File: config.mk
export PLATFORM = sky130hd
export DESIGN_NAME = i2s_tx_flat
export DESIGN_NICKNAME = d
export VERILOG_FILES = /design/src/rtl/i2s_pkg.sv /design/src/rtl/i2s_tx_if.sv /design/src/rtl/i2s_frame_counter.sv /design/src/rtl/i2s_tx.sv /design/src/flat_wrapper.sv
export SDC_FILE = /design/constraint.sdc
export NUM_CORES = 1
export LEC_CHECK = 0
export BUFFER_PORTS_ARGS = -buffer_cell sky130_fd_sc_hd__buf_2
export CAP_MARGIN = 20
export CORE_ASPECT_RATIO = 0.9
export CORE_UTILIZATION = 25
export DETAILED_ROUTE_END_ITERATION = 12
export PLACE_DENSITY = 0.43
export SLEW_MARGIN = 30
export SYNTH_ARGS = -nofsm -noshare
export SYNTH_HDL_FRONTEND = slang
export SYNTH_SLANG_ARGS = --single-unit
File: constraint.sdc
create_clock -name bck -period 5.2 [get_ports bck]
set_input_delay 0 -clock bck [delete_from_list [all_inputs] [get_ports bck]]
set_output_delay 0 -clock bck [all_outputs]
set_load 0.03 [all_outputs]
File: src/rtl/i2s_pkg.sv
// Shared I2S definitions: default widths, the stereo frame type and the channel encoding
// used by both the transmitter and the receiver.
package i2s_pkg;

    localparam int I2S_DATA_W = 24;
    localparam int I2S_SLOT_W = 32;

    typedef struct packed {
        logic [I2S_DATA_W-1:0] left;
        logic [I2S_DATA_W-1:0] right;
    } i2s_frame_t;

    // Matches the lrck level: 0 selects the left slot, 1 the right slot.
    typedef enum logic {
        LEFT  = 1'b0,
        RIGHT = 1'b1
    } i2s_chan_e;

endpackage

File: src/rtl/i2s_tx_if.sv
// Sample-frame source port of the I2S transmitter.
// Handshake: a frame moves on any rising bck edge where s_valid && s_ready; the source keeps
// s_valid, s_left and s_right stable until that edge, and s_valid never waits for s_ready.
interface i2s_tx_if #(
    parameter int DATA_W = 24
);
    logic              s_valid;
    logic              s_ready;
    logic [DATA_W-1:0] s_left;
    logic [DATA_W-1:0] s_right;

    modport master (output s_valid, output s_left, output s_right, input s_ready);
    modport slave  (input s_valid, input s_left, input s_right, output s_ready);
endinterface

File: src/rtl/i2s_frame_counter.sv
// Bit position within a stereo frame (0..2*SLOT_W-1). Exposes the slot and in-slot bit of the
// position being entered so that callers can register outputs aligned with it.
module i2s_frame_counter #(
    parameter  int SLOT_W = 32,
    localparam int KW     = $clog2(SLOT_W),
    localparam int PW     = $clog2(2 * SLOT_W)
) (
    input  logic          clk,
    input  logic          rst,
    output logic          lrck_next,
    output logic [KW-1:0] slot_bit_next,
    output logic          frame_last
);
    logic [PW-1:0] pos_q;
    logic [PW-1:0] pos_d;

    always_comb begin
        frame_last    = (pos_q == PW'(2 * SLOT_W - 1));
        pos_d         = frame_last ? '0 : pos_q + 1'b1;
        lrck_next     = (pos_d >= PW'(SLOT_W));
        slot_bit_next = lrck_next ? KW'(pos_d - PW'(SLOT_W)) : KW'(pos_d);
    end

    always_ff @(posedge clk) begin
        if (rst) begin
            pos_q <= '0;
        end else begin
            pos_q <= pos_d;
        end
    end

endmodule

File: src/rtl/i2s_tx.sv
// I2S transmitter: one pending frame buffer behind the frame currently on the wire,
// MSB-first serialisation onto din with a matching lrck, and an underrun pulse for silent frames.
module i2s_tx
    import i2s_pkg::*;
#(
    parameter int DATA_W    = I2S_DATA_W,
    parameter int SLOT_W    = I2S_SLOT_W,
    parameter int MSB_DELAY = 1
) (
    input  logic     bck,
    input  logic     rst,
    i2s_tx_if.slave  s,
    output logic     lrck,
    output logic     din,
    output logic     underrun
);
    localparam int KW = $clog2(SLOT_W);

    logic              lrck_next;
    logic [KW-1:0]     slot_bit_next;
    logic              frame_last;

    logic [DATA_W-1:0] pend_l_q, pend_l_d;
    logic [DATA_W-1:0] pend_r_q, pend_r_d;
    logic              pend_valid_q, pend_valid_d;
    logic [DATA_W-1:0] cur_l_q, cur_l_d;
    logic [DATA_W-1:0] cur_r_q, cur_r_d;
    logic              lrck_q, lrck_d;
    logic              din_q, din_d;
    logic              underrun_q, underrun_d;

    logic              xfer;
    i2s_chan_e         chan;
    logic [DATA_W-1:0] data;
    int                k_int;

    i2s_frame_counter #(.SLOT_W(SLOT_W)) u_cnt (
        .clk          (bck),
        .rst          (rst),
        .lrck_next    (lrck_next),
        .slot_bit_next(slot_bit_next),
        .frame_last   (frame_last)
    );

    assign s.s_ready = !pend_valid_q && !rst;

    always_comb begin
        xfer         = s.s_valid && s.s_ready;
        pend_l_d     = pend_l_q;
        pend_r_d     = pend_r_q;
        pend_valid_d = pend_valid_q;
        cur_l_d      = cur_l_q;
        cur_r_d      = cur_r_q;
        underrun_d   = 1'b0;

        if (frame_last) begin
            if (pend_valid_q) begin
                cur_l_d      = pend_l_q;
                cur_r_d      = pend_r_q;
                pend_valid_d = 1'b0;
            end else if (xfer) begin
                // A frame arriving exactly on the boundary skips the pending register.
                cur_l_d = s.s_left;
                cur_r_d = s.s_right;
            end else begin
                cur_l_d    = '0;
                cur_r_d    = '0;
                underrun_d = 1'b1;
            end
        end else if (xfer) begin
            pend_l_d     = s.s_left;
            pend_r_d     = s.s_right;
            pend_valid_d = 1'b1;
        end

        // Outputs are computed for the position being entered, so use the next cur values.
        lrck_d = lrck_next;
        chan   = lrck_next ? RIGHT : LEFT;
        data   = (chan == RIGHT) ? cur_r_d : cur_l_d;
        k_int  = int'(slot_bit_next);
        din_d  = 1'b0;
        for (int i = 0; i < DATA_W; i++) begin
            if (k_int == DATA_W - 1 + MSB_DELAY - i) din_d = data[i];
        end
    end

    always_ff @(posedge bck) begin
        if (rst) begin
            pend_l_q     <= '0;
            pend_r_q     <= '0;
            pend_valid_q <= 1'b0;
            cur_l_q      <= '0;
            cur_r_q      <= '0;
            lrck_q       <= 1'b0;
            din_q        <= 1'b0;
            underrun_q   <= 1'b0;
        end else begin
            pend_l_q     <= pend_l_d;
            pend_r_q     <= pend_r_d;
            pend_valid_q <= pend_valid_d;
            cur_l_q      <= cur_l_d;
            cur_r_q      <= cur_r_d;
            lrck_q       <= lrck_d;
            din_q        <= din_d;
            underrun_q   <= underrun_d;
        end
    end

    assign lrck     = lrck_q;
    assign din      = din_q;
    assign underrun = underrun_q;

endmodule
File: src/flat_wrapper.sv
// flat-port wrapper written by rule: the top's interface ports become plain ports
module i2s_tx_flat import i2s_pkg::*;
#(
    parameter int DATA_W    = I2S_DATA_W,
    parameter int SLOT_W    = I2S_SLOT_W,
    parameter int MSB_DELAY = 1
)
  (bck, rst, lrck, din, underrun, s_s_valid, s_s_left, s_s_right, s_s_ready);
  i2s_tx_if #(.DATA_W(DATA_W)) s_i ();
  input  logic bck;
  input  logic rst;
  output logic lrck;
  output logic din;
  output logic underrun;
  input wire logic [$bits(s_i.s_valid)-1:0] s_s_valid;
  input wire logic [$bits(s_i.s_left)-1:0] s_s_left;
  input wire logic [$bits(s_i.s_right)-1:0] s_s_right;
  output wire logic [$bits(s_i.s_ready)-1:0] s_s_ready;
  assign s_i.s_valid = s_s_valid;
  assign s_i.s_left = s_s_left;
  assign s_i.s_right = s_s_right;
  assign s_s_ready = s_i.s_ready;
  i2s_tx #(.DATA_W(DATA_W), .SLOT_W(SLOT_W), .MSB_DELAY(MSB_DELAY)) u_core (.bck(bck), .rst(rst), .s(s_i), .lrck(lrck), .din(din), .underrun(underrun));
endmodule
==> flow_summary_export.csv <==
group,metric,value,unit
sta,worst_pin_slew,937,ps
status,status,"completed",
global_routing,antenna_found_initial,0,
worst_hold_path,hold_class,"in2reg",
clocking,cts_buffers,9,
final_layout,layout-drive-gt1-share,15.1,%
clocking,cts.sinks,106,
setup_path,crit_required,5440,ps
detailed_routing,wl_per_cell,15.0,µm
clocking,clk_pin_slew,80,ps
floorplan,die_y,138,µm
logic_synthesis,async_flop_share,0,%
logic_synthesis,ys_types,66,
setup_path,worst-path-max-fanout,32,
clocking,post-cts-setup-buffers,0,
placement,io_buffers,54,
global_routing,first_global_vias,4044,
logic_synthesis,synth_edf_count,0,
run,maxCapViolCount,0,
detailed_routing,routed_wl,13.7,mm
detailed_routing,via_count,4437,
logic_synthesis,yosysMostFrequentCell,"dfxtp_1",
sta,rsz0062_at_grt,"no",
pwr,power_density,272,nW/µm²
sta,min_period,3520,ps
logic_synthesis,yosys-top-cells-count,"106 x dfxtp_1, 103 x nand2_1, 60 x nor2_1",
sta,finalCritPeriodShare,67.7,%
pwr,leakage,2.20,nW
logic_synthesis,yosysTopAreaCellShare,41.4,%
global_routing,grt_max_degree,79,
setup_path,critPathCaptureType,"flip-flop",
logic_synthesis,synth.avg_cell_area,8.75,µm²
placement,place.gp.congestion,0.791,
detailed_routing,drt_first_iter_violations,216,
sta,max_freq,0.284,GHz
clocking,htreeDepth,3,
sta,skew,9.71,ps
logic_synthesis,synth_area_leaders,"dfxtp_1 41%, mux2i_1 11%, nand2_1 7.5%",
final_layout,syn_to_final_growth,22.1,%
setup_path,ff2ff_setup_slack,1680,ps
clocking,holdBufCountCts,49,
floorplan,design.core.area,20000,µm²
global_routing,grt_pass1_wl,21.9,mm
detailed_routing,viasPerCell,4.84,
final_layout,final_cells,916,
global_routing,grt_overflow,0,
logic_synthesis,synth.ff_latch_count,106,
final_layout,antenna_cells,0,
logic_synthesis,yosys_warnings,0,
sta,slew_viol_final,0,
sta,fin_setup_tns,0,ps
global_routing,grt_usage,13.4,%
final_layout,nNetsFinal,712,
sta,slew-limit-headroom,37.1,%
pwr,max-vdd-ir-drop,0.000162,V
logic_synthesis,ys_seq_area_share,41.4,%
clocking,clk-insertion-delay-late,360,ps
detailed_routing,drtPass1Iterations,4,
floorplan,die-area,21100,µm²
setup_path,start_kind,"flip-flop",
floorplan,die_w,153,µm
logic_synthesis,synth_top_flop_cell,"dfxtp_1",
detailed_routing,post-route-drc-count,0,
floorplan,ios,55,
logic_synthesis,synth_top_area_cell,"dfxtp_1",
placement,dp.cells,851,
setup_path,critPathKind,"reg2reg",
clocking,cts_resized,0,
sta,finalHoldViolCount,0,
floorplan,fp-row-count,49,
clocking,clockBufferDepth,2,
logic_synthesis,netlist_instances,586,
clocking,tritoncts,"yes",
placement,dp_hpwl,9.00,mm
logic_synthesis,syn_area,5120,µm²
final_layout,fillers,2112,
setup_path,crit_arrival,3760,ps
sta,setup_viol_count_final,0,
logic_synthesis,synth_nets,642,
sta,fin_hold_ws,51.2,ps
clocking,cts_root_buf,"clkbuf_16",
detailed_routing,ant_nets,0,
pwr,finalPower,1.70,mW
floorplan,start_util,25.6,%
metal layers:
layer	routed length, µm	track usage [%]	vias to the layer above
met5	0	0	-
met3	574	2.80	14
met4	154	3.82	0
met2	5840	20.6	87
met1	7160	18.8	2134
li1	-	-	2202
kinds of logic (layout without fill, tap and decap cells):
family / count (synthesis) / count (layout) / share of synthesized area (%)
xor+xnor: 3 / 3 / 0.513
flops: 106 / 106 / 41.4
compound gates: 146 / 146 / 20.2
fa+ha+maj: 5 / 5 / 1.22
mux: 63 / 63 / 12.5
simple gates: 210 / 210 / 18.4
buf+inv: 53 / 128 / 5.79
sequential cells by signal, indices dropped and copies added, names as in the netlist:
register	flops
u_core.cur_l_q	24
u_core.cur_r_q	24
u_core.din	1
u_core.lrck	1
u_core.pend_l_q	24
u_core.pend_r_q	24
u_core.pend_valid_q	1
u_core.u_cnt.pos_q	6
u_core.underrun	1
cells in the final DEF (no fill, tap or decap), drive strengths merged, types with 4 or more instances in the layout:
cell	n
a21oi	57
a221o	4
a22o	40
a22oi	4
and2	6
buf	60
clkbuf	10
dfxtp	106
dlygate4sd3	49
ha	5
inv	4
mux2	6
mux2i	57
nand2	105
nand3	10
nor2	61
nor3	7
o21ai	11
cell type report:
class / count / area [µm²] / area share (%)
clock buffers: 10 / 239 / 3.82
clock inverters: 6 / 50.0 / 0.800
inverters: 3 / 11.3 / 0.180
multi-input cells: 427 / 2710 / 43.3
flip-flops and latches: 106 / 2120 / 33.9
well taps: 255 / 319 / 5.10
repair buffers: 109 / 808 / 12.9
worst paths after layout:
check | start | endpoint | depth (start not counted)
max | u_core.u_cnt.pos_q[0] | u_core.din | 10
min | rst | u_core.pend_r_q[22] | 2
min reg2reg | u_core.pend_l_q[9] | u_core.pend_l_q[9] | 2
max reg2reg | u_core.u_cnt.pos_q[0] | u_core.din | 10
metrics by stage:
step | cell area [µm²] | setup WS [ps] | utilization [%]
finish | 6260 | 1680 | 31.2
detailed placement | 5480 | 1670 | 27.3
global placement | 5480 | 1750 | 27.3
floorplan | 5120 | 2660 | -
CTS | 6260 | 1660 | 31.2
global route | 6260 | 1400 | 31.2
where the power goes:
group          switching (mW)  leakage (nW)  internal, mW
registers              0.0129         0.859         0.830
clock network           0.326         0.135         0.343
logic                   0.107          1.21        0.0813
critical path, cell delays in order, from the launching register on:
cell	delay, ps
dfxtp_1	520
ha_1	390
nand3_4	170
nor2_4	560
buf_4	550
mux2i_1	300
mux2i_1	110
a222oi_1	320
nand3_1	110
nor3_1	220
a211oi_2	100
(Power assumes the default switching activity.)
